**config.mk**
```make
export PLATFORM = sky130hd
export DESIGN_NAME = jtag_host_ctrl
export DESIGN_NICKNAME = d
export VERILOG_FILES = /design/src/rtl/jtag_host_ctrl.sv
export SDC_FILE = /design/constraint.sdc
export NUM_CORES = 1
export LEC_CHECK = 0
export ABC_AREA = 1
export BUFFER_PORTS_ARGS = -buffer_cell sky130_fd_sc_hd__buf_2
export CAP_MARGIN = 0
export CORE_MARGIN = 2
export CORE_UTILIZATION = 41
export CTS_BUF_LIST = sky130_fd_sc_hd__clkbuf_2
export CTS_CLUSTER_SIZE = 8
export DETAILED_ROUTE_END_ITERATION = 12
export HOLD_SLACK_MARGIN = 0.02
export RECOVER_POWER = 50
export SETUP_SLACK_MARGIN = 0.2
export SLEW_MARGIN = 30
export SYNTH_ARGS = -nofsm -noshare
export SYNTH_HDL_FRONTEND = slang
export SYNTH_SLANG_ARGS = --single-unit
```
**constraint.sdc**
```tcl
create_clock -name TCK -period 2.44 [get_ports TCK]
set_input_delay 0 -clock TCK [delete_from_list [all_inputs] [get_ports TCK]]
set_output_delay 0 -clock TCK [all_outputs]
set_load 0.05 [all_outputs]
```
**src/rtl/jtag_host_ctrl.sv**
```systemverilog
// JTAG host controller: TLR reset sequence, then IR/DR scans of 1..MAXLEN bits.
// TMS/TDI are launched on rising TCK; TDO is captured when the TAP samples TDI.
module jtag_host_ctrl #(
  parameter int MAXLEN = 32
) (
  input  logic              TCK,
  input  logic              RST,
  input  logic              start,
  input  logic              is_dr,
  input  logic [5:0]        len,
  input  logic [MAXLEN-1:0] tdi_data,
  input  logic              TDO,
  output logic              TMS,
  output logic              TDI,
  output logic [MAXLEN-1:0] tdo_data,
  output logic              busy,
  output logic              done,
  output logic              err
);

  localparam int CW = $clog2(MAXLEN) + 1;

  typedef enum logic [2:0] {
    TLR_SEQ, IDLE, HDR, SHIFT, TAIL, DONE
  } state_t;

  state_t            r_state;
  state_t            w_state_nxt;
  logic [2:0]        r_seq;
  logic [CW-1:0]     r_bit;
  logic [CW-1:0]     r_cap_idx;
  logic              r_cap;
  logic              r_dr;
  logic [5:0]        r_len;
  logic [MAXLEN-1:0] r_data;
  logic [MAXLEN-1:0] r_tdo;
  logic              r_tms;
  logic              r_tdi;
  logic              r_err;

  logic w_req_ok;
  logic w_accept;
  logic w_last;
  logic w_hdr_end;
  logic w_tms_nxt;
  logic w_tdi_nxt;

  assign w_req_ok  = (len != 6'd0) &&
                     ({26'd0, len} <= 32'(MAXLEN));
  assign w_accept  = (r_state == IDLE) && start && w_req_ok;
  assign w_last    = ({{(32-CW){1'b0}}, r_bit} + 32'd1)
                     == {26'd0, r_len};
  assign w_hdr_end = r_dr ? (r_seq == 3'd2) : (r_seq == 3'd3);

  always_ff @(posedge TCK or posedge RST) begin
    if (RST) begin
      r_state   <= TLR_SEQ;
      r_seq     <= '0;
      r_bit     <= '0;
      r_cap     <= 1'b0;
      r_cap_idx <= '0;
      r_dr      <= 1'b0;
      r_len     <= '0;
      r_data    <= '0;
      r_tdo     <= '0;
      r_tms     <= 1'b1;
      r_tdi     <= 1'b0;
      r_err     <= 1'b0;
    end else begin
      r_state   <= w_state_nxt;
      r_tms     <= w_tms_nxt;
      r_tdi     <= w_tdi_nxt;
      r_seq     <= (w_state_nxt != r_state) ? 3'd0 : r_seq + 3'd1;
      r_bit     <= (r_state == SHIFT) ? r_bit + 1'b1 : '0;
      r_err     <= (r_state == IDLE) && start && !w_req_ok;
      r_cap     <= (r_state == SHIFT);
      r_cap_idx <= r_bit;
      if (w_accept) begin
        r_dr   <= is_dr;
        r_len  <= len;
        r_data <= tdi_data;
        r_tdo  <= '0;
      end else begin
        if (r_state == SHIFT)
          r_data <= r_data >> 1;
        // bit launched on the previous edge is sampled by the TAP now
        if (r_cap) begin
          for (int i = 0; i < MAXLEN; i++)
            if (r_cap_idx == CW'(i))
              r_tdo[i] <= TDO;
        end
      end
    end
  end

  always_comb begin
    w_state_nxt = r_state;
    unique case (r_state)
      TLR_SEQ: if (r_seq == 3'd6) w_state_nxt = IDLE;
      IDLE:    if (w_accept) w_state_nxt = HDR;
      HDR:     if (w_hdr_end) w_state_nxt = SHIFT;
      SHIFT:   if (w_last) w_state_nxt = TAIL;
      TAIL:    if (r_seq == 3'd1) w_state_nxt = DONE;
      DONE:    w_state_nxt = IDLE;
      default: w_state_nxt = TLR_SEQ;
    endcase
  end

  always_comb begin
    w_tms_nxt = 1'b0;
    w_tdi_nxt = 1'b0;
    busy      = (r_state != IDLE);
    done      = (r_state == DONE);
    unique case (r_state)
      TLR_SEQ: w_tms_nxt = (r_seq < 3'd5);
      HDR:     w_tms_nxt = r_dr ? (r_seq == 3'd0)
                                : (r_seq <= 3'd1);
      SHIFT: begin
        w_tms_nxt = w_last;
        w_tdi_nxt = r_data[0];
      end
      TAIL:    w_tms_nxt = (r_seq == 3'd0);
      default: w_tms_nxt = 1'b0;
    endcase
  end

  assign TMS      = r_tms;
  assign TDI      = r_tdi;
  assign tdo_data = r_tdo;
  assign err      = r_err;

endmodule
```
After elaboration in Yosys (flattened, before gate mapping)

Index checks and enable logic that the tools add are counted.

Output and inout bits: 37
Register bits after elaboration: 93
Word-level logic and storage cells: 215
Input port bits: 43

Equality and inequality tests: 43
Multiplexer cells: 48
Reductions and logical operators: 75
Add/sub/neg operators: 3
$lt $le $gt $ge: 3

Operators with widths:

| operator            | count |
|---|---|
| $mux 32             | 4 |
| $eq 6x5->1 const B  | 16 |
| $reduce_bool 2->1   | 34 |
| $reduce_and 2->1    | 32 |
| $eq 6x4->1 const B  | 8 |
| $mux 1              | 35 |
| $eq 6x3->1 const B  | 4 |
| $mux 3              | 6 |
| $pmux 3 s6          | 1 |
| $eq 3x2->1 const B  | 4 |
| $eq 6x2->1 const B  | 2 |
| $eq 3x3->1 const B  | 3 |
| $add 6x1->7 const B | 1 |
| $eq 7x6->1          | 1 |
| $add 6x1->6 const B | 1 |
| $eq 3x1->1 const B  | 2 |
| $eq 6x1->1 const B  | 1 |
| $le 6x6->1 const B  | 1 |
| $logic_not 3->1     | 2 |
| $logic_not 6->1     | 1 |
| $mux 6              | 1 |
| $reduce_bool 6->1   | 1 |
| $logic_and 1x1->1   | 4 |
| $pmux 1 s4          | 1 |
| 6 further kinds     | 6 |

Depth between registers and ports, before layout

Gate-level depths: netlist of the first run.

Depth in word-level cells: 7
Depth in mapped cells: 14
Mapped depth without buffers: 14

Worst setup path before layout of the first run

OpenSTA, ideal clock, no wires.

Path kind: register to register
Start: register r_state[0]
End: register r_seq[0]
Path buffers: 0
Data required time: 2.317 ns
Setup time: 0.123 ns
Clock period less this slack: 2.269 ns
Stages on the path, launching flop included: 12
Arrival: 2.147 ns
Slack: 0.171 ns
Path through: dfrtp_1 inv_2 nor3_1 a21oi_1 nand2_1 nor2_1 nand2_1 inv_2 nand2_2 nand2_2 nand3_2 nor2_1

Elaborated cells between the ends (all ways): 16
Those cells by class: 6 x eq/ne; 7 x mux; 3 x reduce/logical

RTL lines:

| element                  | line | source |
|---|---|---|
| from (decl)              | 27   | `state_t r_state;` |
| from (signal assigned)   | 70   | `r_state <= w_state_nxt;` |
| $eq 3x3->1               | --   |  |
| named net done           | 17   | `output logic done,` |
| $pmux 3 s6               | 98   | `unique case (r_state)` |
| named net w_state_nxt[0] | 28   | `state_t w_state_nxt;` |
| $ne 3x3->1               | 73   | `r_seq <= (w_state_nxt != r_state) ? 3'd0 : r_seq + 3'd1;` |
| $mux 3                   | 73   |  |
| to (signal assigned)     | 73   |  |
| to (decl)                | 29   | `logic [2:0] r_seq;` |

The timed path passes the listed nets, and every way through them passes these cells.
A chain may end at the register's enable or synchronous reset.

Worst setup path in the final report of the first run

Start: register r_state[1]
End: register r_data[24]

Longest elaborated chain between the ends: 4
Elaborated cells between the ends (all ways): 6
Those cells by class: 2 x eq/ne; 1 x mux; 3 x reduce/logical

Ends and longest elaborated chain:

| element                                      | line | source |
|---|---|---|
| $eq 3x1->1                                   | 50   | `assign w_accept = (r_state == IDLE) && start && w_req_ok;` |
| $logic_and 1x1->1 (2 in a row)               | 50   |  |
| $mux 32 or $reduce_bool 2->1 (tied branches) | --   |  |
| to (signal assigned)                         | 81   | `r_data <= tdi_data;` |
| to (signal assigned)                         | 85   | `r_data <= r_data >> 1;` |
| to (decl)                                    | 35   | `logic [MAXLEN-1:0] r_data;` |

Parallel ways exist; a longest one is shown, timed or not.

==> results of run 1 <==
## worst max-delay path by stage
stage | cells past startpoint | end
global placement | 9 | tdo_data[24]$_DFFE_PP0P_
finish | 9 | r_data[24]$_DFFE_PP0P_
floorplan | 11 | r_seq[0]$_DFF_PP0_
global route | 9 | r_data[24]$_DFFE_PP0P_
CTS | 8 | r_data[24]$_DFFE_PP0P_
detailed placement | 9 | tdo_data[17]$_DFFE_PP0P_
## what timing repair did
action,4_1_cts,5_1_grt
setup endpoints to repair,0,1
gates resized for setup,0,0
buffers inserted,0,4
hold endpoints to repair,135,0
hold buffers,46,0
## worst max-delay path, stage by stage (launching register included)
cell and delay (ps):
dfrtp_1 470, inv_1 180, nor3_4 70, inv_2 60
buf_4 360, nand2_1 100, o211ai_1 100, o21ai_0 100
dlygate4sd3_1 560, inv_1 50
## cell type report
class                           instances  area, µm²
Clock inverter                          7       57.6
Clock buffer                            9       45.0
Fill cell                            1071       5270
Sequential cell                        93       2330
Multi-Input combinational cell        307       1780
Tap cell                              140        175
Timing Repair Buffer                  136        900
Inverter                              102        384
## layout by cell type, fill, tap and decap left out, types with 10 or more instances in the layout
cell             n
buf_2           50
clkbuf_1        29
clkbuf_2        10
dfrtp_1         92
dlygate4sd3_1   46
inv_1           93
mux2i_1         30
nand2_1        111
nand3_1         14
nor2_1          37
o21ai_0         38
o221ai_1        29
## cells by family (layout without fill, tap and decap cells)
kind of cell,count (synthesis),after routing,share of synthesized area [%]
mux,30,30,6.47
xor+xnor,1,1,0.189
flops,93,93,50.2
buf+inv,125,254,11.6
simple gates,189,189,18.4
fa+ha+maj,5,5,1.35
compound gates,82,82,11.8
## flip-flops by register name (all words and copies together), names as in the netlist, 3 cells and up
signal     cells
r_data        32
tdo_data      32
r_bit          6
r_cap_idx      6
r_len          6
r_seq          3
r_state        3
## synth_stat cells, drive strengths merged
| cell type | number | area share (%) |
|---|---|---|
| o21ai | 42 | 4.8 |
| o21a | 2 | 0.32 |
| o221ai | 29 | 5.5 |
| o31ai | 1 | 0.16 |
| mux2i | 30 | 6.5 |
| dfrtp | 92 | 50 |
| nand2 | 120 | 10 |
| clkbuf | 4 | 0.32 |
| buf | 19 | 3.1 |
| nor2 | 43 | 4.0 |
| a21boi | 1 | 0.16 |
| nand4 | 5 | 0.67 |
| ha | 5 | 1.3 |
| xnor2 | 1 | 0.19 |
| nand3 | 19 | 2.9 |
| a31oi | 2 | 0.27 |
| nor3 | 2 | 0.46 |
| a21oi | 3 | 0.32 |
| o211ai | 2 | 0.32 |
| dfstp | 1 | 0.57 |
| inv | 102 | 8.3 |
## per-stage QoR
stage	setup WS, ps	cell area (µm²)	utilization [%]	total power (µW)	std cells
after global routing	160	5670	51.8	6760	794
after floorplan	627	4650	-	4900	525
final	348	5670	51.8	6250	794
after detailed placement	517	5130	46.9	5550	728
after global placement	565	5130	46.9	5480	728
after CTS	313	5690	52.0	6350	790
## metal layers
| layer | track usage (%) | routed length (µm) |
|---|---|---|
| met1 | 21.8 | 4490 |
| met2 | 32.2 | 5160 |
| met3 | 3.64 | 411 |
| met4 | 4.46 | 83 |
| met5 | 0 | 0 |
## power by group
group | total [µW] | leakage [µW] | switching, µW | internal [µW]
combinational | 3070 | 0.00144 | 2190 | 875
clock | 692 | 0.0000555 | 546 | 146
sequential | 2500 | 0.00118 | 331 | 2160
==> out/summary.txt, run 1 <==
core footprint -> 10,900 µm²
Worst Setup SP -> r_state[1]$_DFF_PP0_
r2r endpoint -> r_data[24]$_DFFE_PP0P_
Period Utilization, post-route -> 85.7%
Syn Inst Count -> 525
Critical Path Source Type -> flop
area grow syn2layout -> 22.1%
gr ovfl total -> 0
drt pass-1 iters -> 4
vias in the first global route -> 3,816
RSZ-0062 raised after global routing -> no
crit end category -> flop
Max-cap violations -> 0
sequential cell area fraction in the yosys report -> 50.2%
via count -> 3,814
Nets -> 697
initial DRC count -> 134
die footprint -> 12,200 µm²
Leakage -> 0.00267 µW
r2r setup slk -> 350 ps
Post-Route WL -> 10,200 µm
Post-DP HPWL -> 6780 µm
Fmax -> 0.478 GHz
PortBufs -> 79
Hold Worst Slack -> 167 ps
final setup TNS -> 0 ps
area of the mapped netlist -> 4640 µm²
WP data required -> 2930 ps
cell area power density -> 1100 nW/µm²
Max FO, Critical Path -> 38
endpoints failing setup -> 0
CTS Sinks -> 93
initial core utilization -> 42.4%
syn_nets -> 573
routed vias/inst -> 4.80
Slew @ Worst Pin -> 1120 ps
Setup Skew -> 33.5 ps
Hold Path Class -> input port to flop
CTS max path bufs -> 2
worst skew pair latency -> 540 ps
largest net degree at the start of global routing -> 48
die span in x -> 110 µm
FF+latch count, synth -> 93
RePlAce Congestion -> 0.814
antenna cells -> 0
initial antenna violation count -> 0
Worst-path clk slew -> 280 ps
hold-critical path endpoint -> r_data[28]$_DFFE_PP0P_
status -> finished clean
Setup CP Type -> flop to flop
Cells on Worst Hold Path -> 4
H-tree levels -> 3
R2R depth -> 9
CTS tree -> done
synth unique cells -> 33
relative slew slack -> 25.0%
CTS Root Cell -> clkbuf_2
Die Y -> 110 µm
Peak VDD IR -> 0.629 mV
Slew Viols, Final -> 0
RR Startpoint -> r_state[1]$_DFF_PP0_
Post-Syn Area per Cell -> 8.84 µm²
post-route DRC violation count -> 0
Routed Antenna Nets -> 0
first-pass GRT wire length -> 17,200 µm
synthesis warning total -> 0
Final Hold Viols -> 0
Tot GR Track Use -> 17.8%
HP Start -> tdi_data[28]
Final Critical Period -> 2090 ps
Arr. time, crit path -> 2580 ps
# IOs -> 80
DR WL/cell -> 12.8 µm
share of layout cells above drive strength 1 -> 17.1%
Num CTS Buffers -> 9
row count -> 38
No activity file was read; power rests on OpenSTA's default activity.
==> run 2: changes to the inputs <==
==> constraint.sdc (replaced) <==
create_clock -name TCK -period 2.44 [get_ports TCK]
set_input_delay 0.244 -clock TCK [delete_from_list [all_inputs] [get_ports TCK]]
set_output_delay 0.244 -clock TCK [all_outputs]
set_load 0.05 [all_outputs]
==> out/summary.txt, run 2 (synthesized netlist as in run 1, its figures left out) <==
Setup Skew -> 50.9 ps
Max-cap violations -> 0
Crit path max-delay family -> buffers and inverters
post_cts resized -> 0
Post-Route WL -> 10,400 µm
CTS tree -> done
most frequent cells in the layout -> nand2_1, inv_1, dfrtp_1
PortBufs -> 79
Post-CTS Setup Repair Bufs -> 0
relative slew slack -> 5.11%
Period Utilization, post-route -> 82.5%
Max FO, Critical Path -> 30
NetSw -> 3020 µW
core footprint -> 10,900 µm²
row count -> 38
RePlAce Congestion -> 0.861
sw frac -> 48.9%
CP max-delay cell -> dfrtp_1
Critical Path Source Type -> flop
Peak VDD IR -> 0.677 mV
first-pass GRT wire length -> 17,500 µm
crit-path cells -> inv_1 -> nand3_1 -> nor2_4 -> nand3_4 -> buf_4 -> nand2_4 -> inv_2 -> mux2i_1 -> inv_1
Hold Path Class -> input port to flop
initial antenna violation count -> 0
die span in x -> 110 µm
Fmax -> 0.497 GHz
worst skew pair latency -> 560 ps
r2r setup slk -> 430 ps
vias in the first global route -> 3,783
cell area power density -> 1100 nW/µm²
Setup CP Type -> flop to flop
Int Pwr -> 3160 µW
post-route DRC violation count -> 0
final setup TNS -> 0 ps
Worst-path clk slew -> 270 ps
CTS Root Cell -> clkbuf_2
area grow syn2layout -> 20.6%
die footprint -> 12,200 µm²
H-tree levels -> 3
Slew Viols, Final -> 0
routed vias/inst -> 4.88
Routed Antenna Nets -> 0
Flop pwr share -> 40.2%
CP dominant cell by count -> inv_1
Final Critical Period -> 2010 ps
Final Hold Viols -> 0
antenna cells -> 0
Nets -> 690
DR WL/cell -> 13.2 µm
# IOs -> 80
total power -> 6180 µW
status -> finished clean
drt pass-1 iters -> 4
crit end category -> flop
Tot GR Track Use -> 18.5%
most common cell after layout, fill and taps aside -> nand2_1
initial DRC count -> 173
Num CTS Buffers -> 9
share of layout cells above drive strength 1 -> 20.2%
Critical Path Max Stage Delay -> 450 ps
via count -> 3,840
initial core utilization -> 42.4%
Bufs and invs on worst path -> 4
WP data required -> 2890 ps
endpoints failing setup -> 0
CTS max path bufs -> 2
RSZ-0062 raised after global routing -> no
Clk pwr share -> 10.9%
Post-DP HPWL -> 7030 µm
Leakage -> 0.00271 µW
Logic pwr share -> 48.9%
Slew @ Worst Pin -> 1420 ps
CTS Sinks -> 93
gr ovfl total -> 0
Arr. time, crit path -> 2470 ps
Die Y -> 110 µm
largest net degree at the start of global routing -> 48
## run 2: cell count changes in the layout (fill, tap and decap cells not counted), sizes merged
cell         delta
clkbuf         -25
buf            +23
dlygate4sd3     -4
clkinv          +2
inv             -2
clkinvlp        -1
## run 2: layer usage
layer	global-route usage, %	share of wire [%]	vias up
met5	0	0	-
met4	7.05	1.8	0
met2	31.1	48	94
met1	24.1	46	1821
li1	-	-	1909
met3	2.65	3.9	16
## run 2: worst reg2reg max path: stages (launching register included)
cell	delay [ps]
dfrtp_1	450
inv_1	150
nand3_1	180
nor2_4	150
nand3_4	200
buf_4	280
nand2_4	90
inv_2	180
mux2i_1	220
inv_1	60
## run 2: stage by stage
stage / hold WS (ps) / area (µm²) / cells / setup slack (ps) / utilization (%)
floorplan: 365 / 4650 / 525 / 627 / -
CTS: 293 / 5640 / 787 / 484 / 51.6
detailed placement: 409 / 5130 / 729 / 468 / 47.0
finish: 406 / 5600 / 787 / 427 / 51.2
global placement: 390 / 5130 / 729 / 560 / 47.0
global route: 379 / 5600 / 787 / 188 / 51.2
## run 2: cell type report
class                           count  area (µm²)
Multi-Input combinational cell    307        1750
Sequential cell                    93        2330
Fill cell                        1098        5340
Inverter                          102         384
Clock buffer                       10        50.0
Tap cell                          140         175
Clock inverter                      6        37.5
Timing Repair Buffer              129         868
## run 2: final timing paths
kind	startpoint	endpoint	cells past startpoint
setup reg to reg	r_state[2]$_DFF_PP0_	tdo_data[11]$_DFFE_PP0P_	9
setup / recovery	r_state[2]$_DFF_PP0_	tdo_data[11]$_DFFE_PP0P_	9
min in group asynchronous	RST	r_data[9]$_DFFE_PP0P_	3
max in group asynchronous	RST	r_state[2]$_DFF_PP0_	4
hold / removal	tdi_data[18]	r_data[18]$_DFFE_PP0P_	4
hold reg to reg	r_bit[4]$_DFF_PP0_	r_cap_idx[4]$_DFF_PP0_	0
## run 2: timing repair
item / CTS / global route
endpoints found under the hold margin: 73 / 0
hold buffers: 42 / 0
setup endpoints to repair: 0 / 0
## run 2: power by group through the flow
stage	combinational (µW)	clock [µW]	sequential [µW]
final	3020	672	2480
after global routing	3330	775	2560
after CTS	3090	700	2500
after detailed placement	3030	0	2530
after global placement	2960	0	2520
after floorplan	1450	0	3450
